`src/rtl/aes_ahb_dma_if.sv`:
```
// AHB-Lite bus bundle between the AES block sequencer and the data memory
// slave.
//
// Signals:
//   HADDR, HWRITE, HSIZE, HBURST, HPROT, HTRANS, HMASTLOCK, HWDATA
//     Driven by the master.
//   HRDATA, HREADY, HRESP
//     Driven by the slave.
//
// Modports:
//   master - the sequencer's view of the bus.
//   slave  - the memory's view of the bus.
interface aes_ahb_dma_if #(
  parameter int ADDR_WIDTH = 32,
  parameter int DATA_WIDTH = 32
);
  logic [ADDR_WIDTH-1:0] HADDR;
  logic                  HWRITE;
  logic [2:0]            HSIZE;
  logic [2:0]            HBURST;
  logic [3:0]            HPROT;
  logic [1:0]            HTRANS;
  logic                  HMASTLOCK;
  logic [DATA_WIDTH-1:0] HWDATA;
  logic [DATA_WIDTH-1:0] HRDATA;
  logic                  HREADY;
  logic                  HRESP;

  modport master (
    output HADDR, HWRITE, HSIZE, HBURST, HPROT, HTRANS, HMASTLOCK, HWDATA,
    input  HRDATA, HREADY, HRESP
  );

  modport slave (
    input  HADDR, HWRITE, HSIZE, HBURST, HPROT, HTRANS, HMASTLOCK, HWDATA,
    output HRDATA, HREADY, HRESP
  );
endinterface

```
`src/rtl/aes_ahb_dma.sv`:
```
// AHB-Lite single-master sequencer that streams 128-bit blocks between data
// memory and an AES-128 core. For each block it does the following:
//   - reads four words from the source buffer,
//   - pulses the core's start,
//   - waits for the core's done,
//   - writes the four result words to the destination buffer.
// This repeats for the programmed number of blocks.
//
// Ports:
//   HCLK, HRESETn   - clock, asynchronous active-low reset
//   cfg_start       - launch pulse, only honoured while idle
//   cfg_src_addr    - source byte address, latched on start
//   cfg_dst_addr    - destination byte address, latched on start
//   cfg_nblocks     - block count, latched on start
//   busy            - job in progress
//   done            - one-cycle end-of-job pulse
//   error           - sticky bus error flag
//   ahb             - AHB-Lite master (non-pipelined single word transfers)
//   aes_start       - one-cycle start pulse to the AES core
//   aes_din         - input block to the AES core
//   aes_dout        - result block from the AES core
//   aes_done        - one-cycle result-valid pulse from the AES core
module aes_ahb_dma #(
  parameter int ADDR_WIDTH = 32,
  parameter int DATA_WIDTH = 32,
  parameter int CNT_WIDTH  = 16
) (
  input  logic                  HCLK,
  input  logic                  HRESETn,
  input  logic                  cfg_start,
  input  logic [ADDR_WIDTH-1:0] cfg_src_addr,
  input  logic [ADDR_WIDTH-1:0] cfg_dst_addr,
  input  logic [CNT_WIDTH-1:0]  cfg_nblocks,
  output logic                  busy,
  output logic                  done,
  output logic                  error,
  aes_ahb_dma_if.master         ahb,
  output logic                  aes_start,
  output logic [127:0]          aes_din,
  input  logic [127:0]          aes_dout,
  input  logic                  aes_done
);

  localparam logic [ADDR_WIDTH-1:0] ALIGN_MASK = ~ADDR_WIDTH'(3);
  localparam logic [ADDR_WIDTH-1:0] WORD_BYTES = ADDR_WIDTH'(4);

  typedef enum logic [3:0] {
    S_IDLE, S_RD_A, S_RD_D, S_AES_GO, S_AES_W, S_WR_A, S_WR_D, S_FIN, S_ERR
  } state_t;

  state_t                state_q, state_d;
  logic [ADDR_WIDTH-1:0] src_q, src_d;
  logic [ADDR_WIDTH-1:0] dst_q, dst_d;
  logic [CNT_WIDTH-1:0]  blk_q, blk_d;
  logic [1:0]            w_q, w_d;
  logic [127:0]          din_q, din_d;
  logic [127:0]          res_q, res_d;
  logic                  busy_q, busy_d;
  logic                  done_q, done_d;
  logic                  err_q, err_d;

  // Word 0 is the most significant word of the block.
  function automatic logic [127:0] put_word(input logic [127:0]          blk,
                                            input logic [1:0]            idx,
                                            input logic [DATA_WIDTH-1:0] word);
    logic [127:0] r;
    r = blk;
    case (idx)
      2'd0:    r[127:96] = word;
      2'd1:    r[95:64]  = word;
      2'd2:    r[63:32]  = word;
      default: r[31:0]   = word;
    endcase
    return r;
  endfunction

  function automatic logic [DATA_WIDTH-1:0] get_word(input logic [127:0] blk,
                                                     input logic [1:0]   idx);
    case (idx)
      2'd0:    return blk[127:96];
      2'd1:    return blk[95:64];
      2'd2:    return blk[63:32];
      default: return blk[31:0];
    endcase
  endfunction

  // State and datapath registers.
  always_ff @(posedge HCLK or negedge HRESETn) begin
    if (!HRESETn) begin
      state_q <= S_IDLE;
      src_q   <= '0;
      dst_q   <= '0;
      blk_q   <= '0;
      w_q     <= '0;
      din_q   <= '0;
      res_q   <= '0;
      busy_q  <= 1'b0;
      done_q  <= 1'b0;
      err_q   <= 1'b0;
    end else begin
      state_q <= state_d;
      src_q   <= src_d;
      dst_q   <= dst_d;
      blk_q   <= blk_d;
      w_q     <= w_d;
      din_q   <= din_d;
      res_q   <= res_d;
      busy_q  <= busy_d;
      done_q  <= done_d;
      err_q   <= err_d;
    end
  end

  // Next-state logic.
  always_comb begin
    state_d = state_q;
    src_d   = src_q;
    dst_d   = dst_q;
    blk_d   = blk_q;
    w_d     = w_q;
    din_d   = din_q;
    res_d   = res_q;
    busy_d  = busy_q;
    done_d  = 1'b0;
    err_d   = err_q;

    unique case (state_q)
      S_IDLE: begin
        if (cfg_start) begin
          src_d   = cfg_src_addr & ALIGN_MASK;
          dst_d   = cfg_dst_addr & ALIGN_MASK;
          blk_d   = cfg_nblocks;
          w_d     = 2'd0;
          err_d   = 1'b0;
          busy_d  = 1'b1;
          state_d = (cfg_nblocks == '0) ? S_FIN : S_RD_A;
        end
      end

      // The address phase always completes: sole master, HREADY high when idle.
      S_RD_A: state_d = S_RD_D;

      S_RD_D: begin
        // HRESP is checked first so that either cycle of an error response aborts.
        if (ahb.HRESP) begin
          state_d = S_ERR;
        end else if (ahb.HREADY) begin
          din_d = put_word(din_q, w_q, ahb.HRDATA);
          src_d = src_q + WORD_BYTES;
          if (w_q != 2'd3) begin
            w_d     = w_q + 2'd1;
            state_d = S_RD_A;
          end else begin
            w_d     = 2'd0;
            state_d = S_AES_GO;
          end
        end
      end

      S_AES_GO: state_d = S_AES_W;

      S_AES_W: begin
        if (aes_done) begin
          res_d   = aes_dout;
          state_d = S_WR_A;
        end
      end

      S_WR_A: state_d = S_WR_D;

      S_WR_D: begin
        if (ahb.HRESP) begin
          state_d = S_ERR;
        end else if (ahb.HREADY) begin
          dst_d = dst_q + WORD_BYTES;
          if (w_q != 2'd3) begin
            w_d     = w_q + 2'd1;
            state_d = S_WR_A;
          end else begin
            w_d     = 2'd0;
            blk_d   = blk_q - CNT_WIDTH'(1);
            state_d = (blk_q == CNT_WIDTH'(1)) ? S_FIN : S_RD_A;
          end
        end
      end

      S_FIN: begin
        done_d  = 1'b1;
        busy_d  = 1'b0;
        state_d = S_IDLE;
      end

      S_ERR: begin
        err_d   = 1'b1;
        done_d  = 1'b1;
        busy_d  = 1'b0;
        state_d = S_IDLE;
      end

      default: state_d = S_IDLE;
    endcase
  end

  // Bus and core outputs, decoded from the current state.
  // HTRANS is IDLE in every data-phase cycle, so aborting on an error
  // leaves the bus protocol-legal.
  always_comb begin
    ahb.HTRANS    = 2'b00;
    ahb.HWRITE    = 1'b0;
    ahb.HADDR     = '0;
    ahb.HWDATA    = '0;
    ahb.HSIZE     = 3'b010;
    ahb.HBURST    = 3'b000;
    ahb.HPROT     = 4'b0011;
    ahb.HMASTLOCK = 1'b0;
    aes_start     = 1'b0;

    unique case (state_q)
      S_RD_A: begin
        ahb.HTRANS = 2'b10;
        ahb.HADDR  = src_q;
      end
      S_WR_A: begin
        ahb.HTRANS = 2'b10;
        ahb.HWRITE = 1'b1;
        ahb.HADDR  = dst_q;
      end
      // w_q and res_q are frozen while waiting, so HWDATA holds through wait states.
      S_WR_D:   ahb.HWDATA = get_word(res_q, w_q);
      S_AES_GO: aes_start  = 1'b1;
      default: ;
    endcase
  end

  assign busy    = busy_q;
  assign done    = done_q;
  assign error   = err_q;
  assign aes_din = din_q;

endmodule

```
`src/flat_wrapper.sv`:
```
// flat-port wrapper written by rule: the top's interface ports become plain ports
module aes_ahb_dma_flat 
#(
  parameter int ADDR_WIDTH = 32,
  parameter int DATA_WIDTH = 32,
  parameter int CNT_WIDTH  = 16
)
  (HCLK, HRESETn, cfg_start, cfg_src_addr, cfg_dst_addr, cfg_nblocks, busy, done, error, aes_start, aes_din, aes_dout, aes_done, ahb_HADDR, ahb_HWRITE, ahb_HSIZE, ahb_HBURST, ahb_HPROT, ahb_HTRANS, ahb_HMASTLOCK, ahb_HWDATA, ahb_HRDATA, ahb_HREADY, ahb_HRESP);
  aes_ahb_dma_if #(.ADDR_WIDTH(ADDR_WIDTH), .DATA_WIDTH(DATA_WIDTH)) ahb_i ();
  input  logic HCLK;
  input  logic HRESETn;
  input  logic cfg_start;
  input  logic [ADDR_WIDTH-1:0] cfg_src_addr;
  input  logic [ADDR_WIDTH-1:0] cfg_dst_addr;
  input  logic [CNT_WIDTH-1:0] cfg_nblocks;
  output logic busy;
  output logic done;
  output logic error;
  output logic aes_start;
  output logic [127:0] aes_din;
  input  logic [127:0] aes_dout;
  input  logic aes_done;
  output wire logic [$bits(ahb_i.HADDR)-1:0] ahb_HADDR;
  output wire logic [$bits(ahb_i.HWRITE)-1:0] ahb_HWRITE;
  output wire logic [$bits(ahb_i.HSIZE)-1:0] ahb_HSIZE;
  output wire logic [$bits(ahb_i.HBURST)-1:0] ahb_HBURST;
  output wire logic [$bits(ahb_i.HPROT)-1:0] ahb_HPROT;
  output wire logic [$bits(ahb_i.HTRANS)-1:0] ahb_HTRANS;
  output wire logic [$bits(ahb_i.HMASTLOCK)-1:0] ahb_HMASTLOCK;
  output wire logic [$bits(ahb_i.HWDATA)-1:0] ahb_HWDATA;
  input wire logic [$bits(ahb_i.HRDATA)-1:0] ahb_HRDATA;
  input wire logic [$bits(ahb_i.HREADY)-1:0] ahb_HREADY;
  input wire logic [$bits(ahb_i.HRESP)-1:0] ahb_HRESP;
  assign ahb_HADDR = ahb_i.HADDR;
  assign ahb_HWRITE = ahb_i.HWRITE;
  assign ahb_HSIZE = ahb_i.HSIZE;
  assign ahb_HBURST = ahb_i.HBURST;
  assign ahb_HPROT = ahb_i.HPROT;
  assign ahb_HTRANS = ahb_i.HTRANS;
  assign ahb_HMASTLOCK = ahb_i.HMASTLOCK;
  assign ahb_HWDATA = ahb_i.HWDATA;
  assign ahb_i.HRDATA = ahb_HRDATA;
  assign ahb_i.HREADY = ahb_HREADY;
  assign ahb_i.HRESP = ahb_HRESP;
  aes_ahb_dma #(.ADDR_WIDTH(ADDR_WIDTH), .DATA_WIDTH(DATA_WIDTH), .CNT_WIDTH(CNT_WIDTH)) u_core (.HCLK(HCLK), .HRESETn(HRESETn), .cfg_start(cfg_start), .cfg_src_addr(cfg_src_addr), .cfg_dst_addr(cfg_dst_addr), .cfg_nblocks(cfg_nblocks), .busy(busy), .done(done), .error(error), .ahb(ahb_i), .aes_start(aes_start), .aes_din(aes_din), .aes_dout(aes_dout), .aes_done(aes_done));
endmodule
```
`config.mk`:
```
export PLATFORM = sky130hd
export DESIGN_NAME = aes_ahb_dma_flat
export DESIGN_NICKNAME = d
export VERILOG_FILES = /design/src/rtl/aes_ahb_dma_if.sv /design/src/rtl/aes_ahb_dma.sv /design/src/flat_wrapper.sv
export SDC_FILE = /design/constraint.sdc
export NUM_CORES = 1
export LEC_CHECK = 0
export ABC_AREA = 1
export CAP_MARGIN = 20
export CORE_ASPECT_RATIO = 1.1
export CORE_UTILIZATION = 40
export DETAILED_ROUTE_END_ITERATION = 8
export PLACE_DENSITY = 0.68
export RECOVER_POWER = 50
export SLEW_MARGIN = 5
export SYNTH_ARGS = -nofsm -noshare
export SYNTH_HDL_FRONTEND = slang
export SYNTH_SLANG_ARGS = --single-unit
```
`constraint.sdc`:
```
create_clock -name HCLK -period 2.41 [get_ports HCLK]
set_input_delay 0.482 -clock HCLK [delete_from_list [all_inputs] [get_ports HCLK]]
set_output_delay 0.482 -clock HCLK [all_outputs]
set_load 0.02 [all_outputs]
```
==> results.cfg <==
[route]
vias = 16000
dr.pass1.iters = 5
routed_wl_um = 60300
wl_per_cell_um = 19.2
viasPerCell = 5.11
drc = 0
antenna_left = 0
drt_iter0_markers = 1010

[logic_synthesis]
synth_top_area_share_pct = 49.9
synth_cell_types = 35
syn_avg_cell_area_um2 = 8.29
yosysWarningCount = 0
seq_area_frac_synth_pct = 49.9
syn-instance-count = 2062
ys_ff_latch = 341
synth.largest_area_cell = dfrtp_1
yosys-top-cells-area = dfrtp_1, nand2_1, mux2_2
netlist_area_um2 = 17100

[pwr]
powerDensity_nw_per_um2 = 1160
ir_drop_v = 0.000641
power_leakage_nw = 11.0

[floorplan]
floorplan.rows = 79
core_region_area_um2 = 42200
die_y_um = 219
start_util_pct = 40.5
dieArea_um2 = 43500
ios = 456
die_w_um = 199

[timing]
tightest_slew_ps = 1580
period_minus_slack_ps = 2520
period_share_pct = 105
relSlewSlack_pct = -5.60
finalHoldViolCount = 0
max_freq_mhz = 397
slew_violations = 28
setup_viol = 60
setup_ws_ps = -111
finalClockSkew_ps = 12.0
grt_setup_unrepaired = true

[layout]
drive_above_1_share_pct = 17.1
n_fill_cell = 3743
layout_common_cells = nand2_1, clkdlybuf4s50_1, dfrtp_1
area_growth_pct = 45.8
final_common_cell = nand2_1
fin_nets = 2797
finalInstanceArea_um2 = 24900
multi_input_area_um2 = 8060
seqCellArea_um2 = 8530

[global_route]
track_usage_pct = 27.3
antenna_found_initial = 9
grt_pass1_wl_um = 90200
grt_pass1_vias = 16100
grt_max_degree = 83
grt_overflow = 0

[critical_path]
setup.worst_path.start_class = flip-flop
crit_path_end_kind = output pin
path_max_fanout = 16
worstPathRequired_ps = 1930
worstPathArrival_ps = 2040
criticalPathCategory = reg -> out

[cts]
clockBufferDepth = 3
clkTransAtPathRegs_ps = 60
clock_sinks = 341
cts-root-buf = clkbuf_16
insertion_delay_ps = 550
htreeDepth = 2
tritoncts = yes
numCtsBuffers = 39

[placed_design]
dpl_worst_slack_ps = -78.4
hpwl_um = 41700
port_buffers = 437
place.gp.congestion = 0.955
dpl-instance-area_um2 = 22300

[run]
cap_violations = 1

[run_status]
outcome = finished, violations left
violations = max-capacitance violations, max-slew violations, negative setup slack

[min_path]
hold_path_class = reg -> reg
[sequential cells by signal, summed over array words and instances, names as in the netlist]
signal          flops
u_core.busy         1
u_core.w_q          2
u_core.error        1
u_core.state_q      4
u_core.src_q       30
u_core.done         1
u_core.aes_din    128
u_core.dst_q       30
u_core.res_q      128
u_core.blk_q       16
[cells by family (layout without fill, tap and decap cells)]
family                   after synthesis  in the layout  synth area share (%)
buffers and inverters                252            746                  6.97
AO/OA/AOI/OAI                        326            326                  10.0
multiplexers                         128            128                  8.44
flip-flops                           341            341                  49.9
XOR/XNOR                              10             10                 0.513
AND/OR/NAND/NOR                      994            994                  23.4
adder cells (fa/ha/maj)                9              9                 0.659
other                                  2             18                0.0440
[power breakdown]
part	total (W)	switching, W	internal (W)
sequential	0.0102	0.00196	0.00822
combinational	0.0127	0.00697	0.00573
clock	0.00611	0.00242	0.00369
[worst paths after layout]
check	from	to	slack, ps	cells after the start
setup / recovery	u_core.w_q[0]	ahb_HWDATA[19]	-110	8
hold reg to reg	u_core.blk_q[13]	u_core.blk_q[13]	470	2
hold / removal	u_core.blk_q[13]	u_core.blk_q[13]	470	2
max in group asynchronous	HRESETn	u_core.aes_din[62]	260	3
min in group asynchronous	HRESETn	u_core.aes_din[110]	960	2
setup reg to reg	u_core.state_q[0]	u_core.res_q[122]	-60	6
[layer usage]
layer  track usage (%)  vias to the layer above  routed length (µm)  part of all wire, %
met2              46.6                      603               30200                   50
met5                 0                        -                  76                 0.13
met3              8.75                      137                5230                  8.7
li1                  -                     7630                   -                    -
met4              11.8                       12                2300                  3.8
met1              31.1                     7664               22500                   37
[metrics by stage]
stage          instances  util (%)  power (W)  hold WS [ps]  TNS [ps]
2_1_floorplan       2074         -     0.0161           186         0
3_3_place_gp        3022      52.8     0.0208           361     -83.1
3_5_place_dp        3022      52.8     0.0212           364      -271
4_1_cts             3122      57.0     0.0279           365     -2570
5_1_grt             3138      59.0     0.0307           502    -29260
6_report            3139      59.0     0.0290           474     -2010
[layout make-up]
| type | count | area share, % |
|---|---|---|
| Antenna cell | 4 | 0.0402 |
| Clock buffer | 55 | 4.52 |
| Clock inverter | 12 | 0.723 |
| Inverter | 142 | 2.20 |
| Multi-Input combinational cell | 1481 | 32.4 |
| Sequential cell | 341 | 34.3 |
| Tap cell | 567 | 2.85 |
| Timing Repair Buffer | 537 | 23.1 |
[critical path, stage by stage, from the launching register on]
cell,delay [ps]
dfrtp_1,400
inv_2,100
buf_6,110
ha_4,190
buf_12,180
buf_6,120
nand2_2,40
a31oi_1,150
buf_4,190
[cells in the mapped netlist (all sizes together)]
master and count:
o31ai 1, nand4 11, o22ai 26, nor2 249, nand3b 1, dfrtp 341
conb 2, buf 78, nand3 108, nand2 621, clkbuf 32, xor2 7
a211oi 1, o21ai 226, xnor2 3, a31oi 33, mux2 128, ha 9
inv 142, a21oi 39, nor3 2, or2 2
[what timing repair did]
item,CTS,global route
hold buffers,1,0
setup endpoints to repair,65,65
resized for setup,397,155
cloned,9,8
setup buffers,23,8
endpoints found under the hold margin,26,0
pin swaps,19,17
No activity file was read; power rests on OpenSTA's default activity.
